[src/rtl/combo_lock_param.sv]
// combo_lock_param: clocked keypad combination lock with programmable code and fail counter.
// Define COMBO_LOCKOUT_EN to add the timed LOCKOUT state after MAX_FAIL failed attempts.
module combo_lock_param #(
  parameter int DIGIT_W        = 4,
  parameter int CODE_LEN       = 4,
  parameter int MAX_FAIL       = 3,
  parameter int LOCKOUT_CYCLES = 1024,
  localparam int IDX_W  = $clog2(CODE_LEN + 1),
  localparam int FAIL_W = $clog2(MAX_FAIL + 1),
  localparam int LCK_W  = $clog2(LOCKOUT_CYCLES + 1)
) (
  input  logic               clk,
  input  logic               rst_n,
  input  logic [DIGIT_W-1:0] key_in,
  input  logic               relock,
  input  logic               master_clear,
  output logic               unlock,
  output logic               armed,
  output logic               lockout,
  output logic [IDX_W-1:0]   digit_idx,
  output logic [FAIL_W-1:0]  fail_cnt
);
  typedef enum logic [1:0] {PROG, ARMED, OPEN, LOCKOUT} state_t;
  state_t state_q, state_d;
  logic [DIGIT_W-1:0] code_q [2**IDX_W];
  logic [IDX_W-1:0] idx_q, idx_d;
  logic [FAIL_W-1:0] fail_q, fail_d;
  logic held_q, press, hit, last, wr, clr;
  assign press = (key_in != '0) && !held_q;
  assign hit = key_in == code_q[idx_q];
  assign last = idx_q == IDX_W'(CODE_LEN - 1);
`ifdef COMBO_LOCKOUT_EN
  logic [LCK_W-1:0] lck_q, lck_d;
  always_ff @(posedge clk) lck_q <= !rst_n ? '0 : lck_d;
`endif
  always_comb begin
    state_d = state_q;
    idx_d = idx_q;
    fail_d = fail_q;
    wr = 1'b0;
    clr = 1'b0;
`ifdef COMBO_LOCKOUT_EN
    lck_d = lck_q;
`endif
    if (master_clear) begin
      state_d = PROG;
      idx_d = '0;
      fail_d = '0;
      clr = 1'b1;
`ifdef COMBO_LOCKOUT_EN
      lck_d = '0;
`endif
    end else if (state_q == OPEN && relock) begin
      state_d = PROG;
      idx_d = '0;
      clr = 1'b1;
    end else begin
      case (state_q)
        PROG: if (press) begin
          wr = 1'b1;
          idx_d = last ? '0 : idx_q + 1'b1;
          state_d = last ? ARMED : PROG;
        end
        ARMED: if (press) begin
          if (hit) begin
            idx_d = last ? '0 : idx_q + 1'b1;
            state_d = last ? OPEN : ARMED;
            fail_d = last ? '0 : fail_q;
          end else begin
            idx_d = '0;
            fail_d = (fail_q == FAIL_W'(MAX_FAIL)) ? fail_q : fail_q + 1'b1;
`ifdef COMBO_LOCKOUT_EN
            state_d = (fail_d == FAIL_W'(MAX_FAIL)) ? LOCKOUT : ARMED;
            lck_d = LCK_W'(LOCKOUT_CYCLES);
`endif
          end
        end
        OPEN: if (press) begin
          state_d = ARMED;
          idx_d = '0;
        end
`ifdef COMBO_LOCKOUT_EN
        // leave on the edge that takes the counter to zero: LOCKOUT_CYCLES cycles exactly
        LOCKOUT: begin
          lck_d = lck_q - 1'b1;
          state_d = (lck_q == LCK_W'(1)) ? ARMED : LOCKOUT;
          fail_d = (lck_q == LCK_W'(1)) ? '0 : fail_q;
        end
`endif
        default: state_d = state_q;
      endcase
    end
  end
  always_ff @(posedge clk) begin
    if (!rst_n) begin
      state_q <= PROG;
      idx_q <= '0;
      fail_q <= '0;
      held_q <= 1'b1;
    end else begin
      state_q <= state_d;
      idx_q <= idx_d;
      fail_q <= fail_d;
      held_q <= key_in != '0;
    end
  end
  always_ff @(posedge clk) begin
    if (!rst_n || clr) begin
      for (int i = 0; i < 2**IDX_W; i++) code_q[i] <= '0;
    end else if (wr) begin
      code_q[idx_q] <= key_in;
    end
  end
  assign unlock = state_q == OPEN;
  assign armed = state_q == ARMED;
`ifdef COMBO_LOCKOUT_EN
  assign lockout = state_q == LOCKOUT;
`else
  assign lockout = 1'b0;
`endif
  assign digit_idx = (state_q == PROG || state_q == ARMED) ? idx_q : '0;
  assign fail_cnt = fail_q;
endmodule
[config.mk]
export PLATFORM = sky130hd
export DESIGN_NAME = combo_lock_param
export DESIGN_NICKNAME = d
export VERILOG_FILES = /design/src/rtl/combo_lock_param.sv
export SDC_FILE = /design/constraint.sdc
export NUM_CORES = 1
export LEC_CHECK = 0
export CORE_ASPECT_RATIO = 0.8
export CORE_MARGIN = 2
export CORE_UTILIZATION = 40
export DETAILED_ROUTE_END_ITERATION = 12
export DONT_BUFFER_PORTS = 1
export REMOVE_ABC_BUFFERS = 1
export SKIP_CTS_REPAIR_TIMING = 1
export SLEW_MARGIN = 15
export SYNTH_ARGS = -nofsm -noshare
export SYNTH_HDL_FRONTEND = slang
export SYNTH_SLANG_ARGS = --single-unit
[constraint.sdc]
create_clock -name clk -period 3.34 [get_ports clk]
set_input_delay 0.668 -clock clk [delete_from_list [all_inputs] [get_ports clk]]
set_output_delay 0.668 -clock clk [all_outputs]
set_load 0.02 [all_outputs]
Yosys cells after proc, flatten, opt, wreduce, memory -nomap -nowiden

Memory sizes are Yosys's and may differ from the RTL's. A register that Yosys moved wholly into a read port is not among the register bits.
Cells that the tools add are included.

Input port bits: 8
Word-level logic and storage cells: 68
Bits in writable memories: 32
Memories kept: 1
Output and inout port bits: 8
Flip-flop bits (word level): 8

Memory list:

| name   | words | bits a word | read ports | clocked after memory_dff | write ports | line | text |
|---|---|---|---|---|---|---|---|
| code_q | 8     | 4           | 1          | 1                        | 8           | 25   | `logic [DIGIT_W-1:0] code_q [2**IDX_W];` |

Multiplexer cells: 33
Bitwise gates (word level): 2
Equal/unequal tests: 11
Reductions and logical operators: 15
Add/subtract/negate cells: 2

Operators by type and width:

| operator                                                              | number |
|---|---|
| 3-bit two-way mux                                                     | 9 |
| 2-bit two-way mux                                                     | 8 |
| 1-bit two-way mux                                                     | 13 |
| 5-bit AND reduction                                                   | 2 |
| 3-bit one-hot mux with 3 select lines                                 | 1 |
| 2-bit by 1-bit != test with 1-bit output, second input constant       | 4 |
| 2-bit one-hot mux with 3 select lines                                 | 1 |
| 2-bit equality test, second input constant                            | 2 |
| 4-bit equality test                                                   | 1 |
| 4-bit two-way mux                                                     | 1 |
| 2-bit != test, second input constant                                  | 2 |
| 4-bit AND reduction                                                   | 1 |
| 4-bit nonzero test                                                    | 1 |
| 4-bit OR reduction                                                    | 1 |
| 3-bit by 1-bit adder with 3-bit output, second input constant         | 1 |
| 3-bit by 2-bit equality test with 1-bit output, second input constant | 1 |
| 3-bit nonzero test                                                    | 1 |
| 3-bit OR reduction                                                    | 1 |
| 2-bit by 1-bit adder with 2-bit output, second input constant         | 1 |
| 2-bit by 1-bit equality test with 1-bit output, second input constant | 1 |
| 1-bit logical AND                                                     | 2 |
| 1-bit logical NOT                                                     | 2 |
| 2-bit logical NOT                                                     | 1 |
| 1-bit logical OR                                                      | 2 |
| other kinds (2)                                                       | 3 |

Logic depth before layout (Yosys ltp)

Depth in word-level cells: 11
Gate-level depth with buffers: 8

Worst setup path before layout

No wires, ideal clock.

Path kind: flip-flop to flip-flop
Start: register (tool-made name)
End: register (tool-made name)
Path buffers: 1
Setup time: 0.062 ns
Data required time: 3.278 ns
Arrival: 2.298 ns
Stages on the path, launching flop included: 8
Slack: 0.980 ns
Path through: dfxtp_1 > buf_6 > mux2i_1 > mux4_2 > xnor2_1 > or4_4 > or4_1 > nand2_1

==> out/summary.txt <==
Die height = 70.87 microns
Max Clock Skew = 0.004455 ns
Clock Latency Late Sink = 0.29 ns
Switching power = 203.6 uW
Peak supply drop = 0.2114 mV
Worst Path Required = 3.57 ns
Routed Antenna Nets = 0
First-pass GRT wire length = 7555 microns
Starting DRC count in detailed routing = 111
Max Cap Viol = 0
Pint = 874.2 uW
Seq cells post-synth = 43
Worst-path fanout max = 12
Sequential power share = 0.555
Rows = 24
Vias in the first global route = 1439
Placed cells = 259
Hold Slack = 0.4446 ns
Initial antenna violation count = 0
Mapped cell area = 0.002236 sq mm
GRT Total Usage = 0.1636
Critical Path Start Type = flop
Setup ws final = 0.5407 ns
Syn_area_per_cell = 11.83 sq um
Switch share = 0.1889
Routed wire length = 4676 microns
Area leader, netlist = edfxtp_1
Clk buf depth = 2
Unrepaired setup endpoints after global routing = false
P&R area growth vs syn = 8.450%
Worst-Margin Slew = 0.6359 ns
Antenna Cells = 0
Syn. warnings = 0
Worst slack at placement = 0.5579 ns
Die width = 87.59 microns
Top cell type's share of synthesized area = 0.4298
Ports = 16
Final Hold Vio Count = 0
Cell variety after synth = 37
Hold WC Path Type = input port to flop
Initial core utilization = 0.4114
Critical path arrival = 3.03 ns
Pwr Density = 444.5 mW/mm^2
TritonCTS clock tree = built
Combinational share of power = 0.037
P_leak = 0.8653 nW
Worst Setup End Kind = flop
Relative slew slack = 0.5755
H-tree depth = 2
Largest cells by area after synthesis = edfxtp_1, dfxtp_1, and2_1
DRC Markers = 0
TNS Setup = 0 ns
Clock transition at path regs = 0.08 ns
Seq/Total Area, Yosys = 0.5283
Final period utilization = 0.8381
Dpl hpwl = 3375 microns
CORE AREA = 0.005435 sq mm
Largest net degree at the start of global routing = 23
Synth Instances = 189
Via/cell ratio = 5.427
Routability cong. = 0.8173
Clock power share = 0.407
Max Freq = 0.3572 GHz
Root buf cell = clkbuf_8
Port Buf Inserts = 0
Clock sink total = 43
Commonest non-fill, non-tap cells in the layout = and2_1, edfxtp_1, dfxtp_1
Total grt overflow = 0
Drt first pass iters = 4
Routed len/inst = 17.51 microns
CTS Buf Count = 5
Fin. max-slew vios = 0
Proportion of layout cells with a drive suffix above 1 = 0.07407
CP Class = flop to flop
Fin cells = 267
Fin crit period = 2.799 ns
Core Util, Final = 0.4461
Final setup viols = 0
Vias = 1449
Nets = 202
Die area = 0.006208 sq mm
Status = finished clean
==> state kept, by name (all words and copies together) (netlist names), named ones only <==
register and cells:
held_q 1, fail_cnt 2, idx_q 3, code_q 32, state_q 2
==> layout make-up <==
class                           count  area, sq um
Tap cell                           78        97.59
Clock buffer                        7        97.59
Fill cell                         494         3010
Timing Repair Buffer                2        15.01
Sequential cell                    43         1181
Inverter                            2        7.507
Clock inverter                      1        30.03
Multi-Input combinational cell    134        996.0
==> cell families (layout without fill, tap and decap cells) <==
kind of cell,Yosys count,count (layout),share of synthesized area
other,1,1,0.001677
flip-flops,43,43,0.5283
AND/OR/NAND/NOR,84,84,0.2199
multiplexers,16,16,0.1119
AO/OA/AOI/OAI,23,23,0.06267
buffers and inverters,12,12,0.02630
adder cells (fa/ha/maj),6,6,0.03357
XOR/XNOR,4,4,0.01567
==> power by group through the flow <==
stage | sequential, mW | combinational (mW) | clock (mW)
global route | 0.600 | 0.0441 | 0.472
floorplan | 0.605 | 0.0307 | 0
CTS | 0.598 | 0.0400 | 0.446
finish | 0.599 | 0.0401 | 0.439
detailed placement | 0.611 | 0.0398 | 0
global placement | 0.612 | 0.0376 | 0
==> path summary, 6_finish.rpt <==
| check | from | to | slack [ns] | cells past startpoint |
|---|---|---|---|---|
| worst max register to register | flop | idx_q[0]$_SDFFE_PP0P_ | 0.54 | 6 |
| worst min-delay path | rst_n | held_q$_SDFF_PN1_ | 0.44 | 1 |
| worst max-delay path | flop | idx_q[0]$_SDFFE_PP0P_ | 0.54 | 6 |
| worst min register to register | state_q[0]$_SDFFE_PP0P_ | state_q[0]$_SDFFE_PP0P_ | 0.57 | 2 |
==> worst max-delay path: stages, from the launching register on <==
cell and delay [ns]:
dfxtp_1 0.73, mux4_1 0.65, mux2i_1 0.18, xnor2_1 0.12
or4_4 0.51, or4_1 0.47, nand2_1 0.08
==> metal layers <==
metal / routed length, microns / GRT usage / up-vias / part of all wire
li1: - / - / 690 / -
met1: 2269 / 0.2433 / 727 / 0.49
met2: 2153 / 0.2407 / 30 / 0.46
met3: 231 / 0.03851 / 2 / 0.049
met4: 21 / 0.04444 / 0 / 0.0045
met5: 0 / 0 / - / 0
==> synthesized netlist by cell type <==
cell type	number
o21ai_0	7
o21bai_1	1
inv_1	2
nand4_1	5
and2_1	32
mux4_2	2
and4b_1	2
a31oi_1	3
nand3b_1	1
or4_1	1
or4_4	1
edfxtp_1	32
nand4b_1	1
o21ba_2	1
mux2i_1	10
nor3_1	4
or2_2	1
buf_4	1
nand2b_1	6
o41ai_1	1
nor4_1	2
a41o_1	1
ha_1	6
mux4_1	4
and3_1	1
nand2_1	7
buf_6	1
clkbuf_1	6
nor2_1	8
nand3_1	7
a21oi_1	7
o211ai_1	2
xnor2_1	4
buf_2	2
dfxtp_1	11
conb_1	1
nor2b_1	5
==> through the flow <==
stage,cell area [sq um],total power [mW]
floorplan,2185,0.6357
detailed placement,2297,0.6507
global route,2425,1.116
global placement,2297,0.6492
CTS,2425,1.084
finish,2425,1.078
No activity file was read; power rests on OpenSTA's default activity.
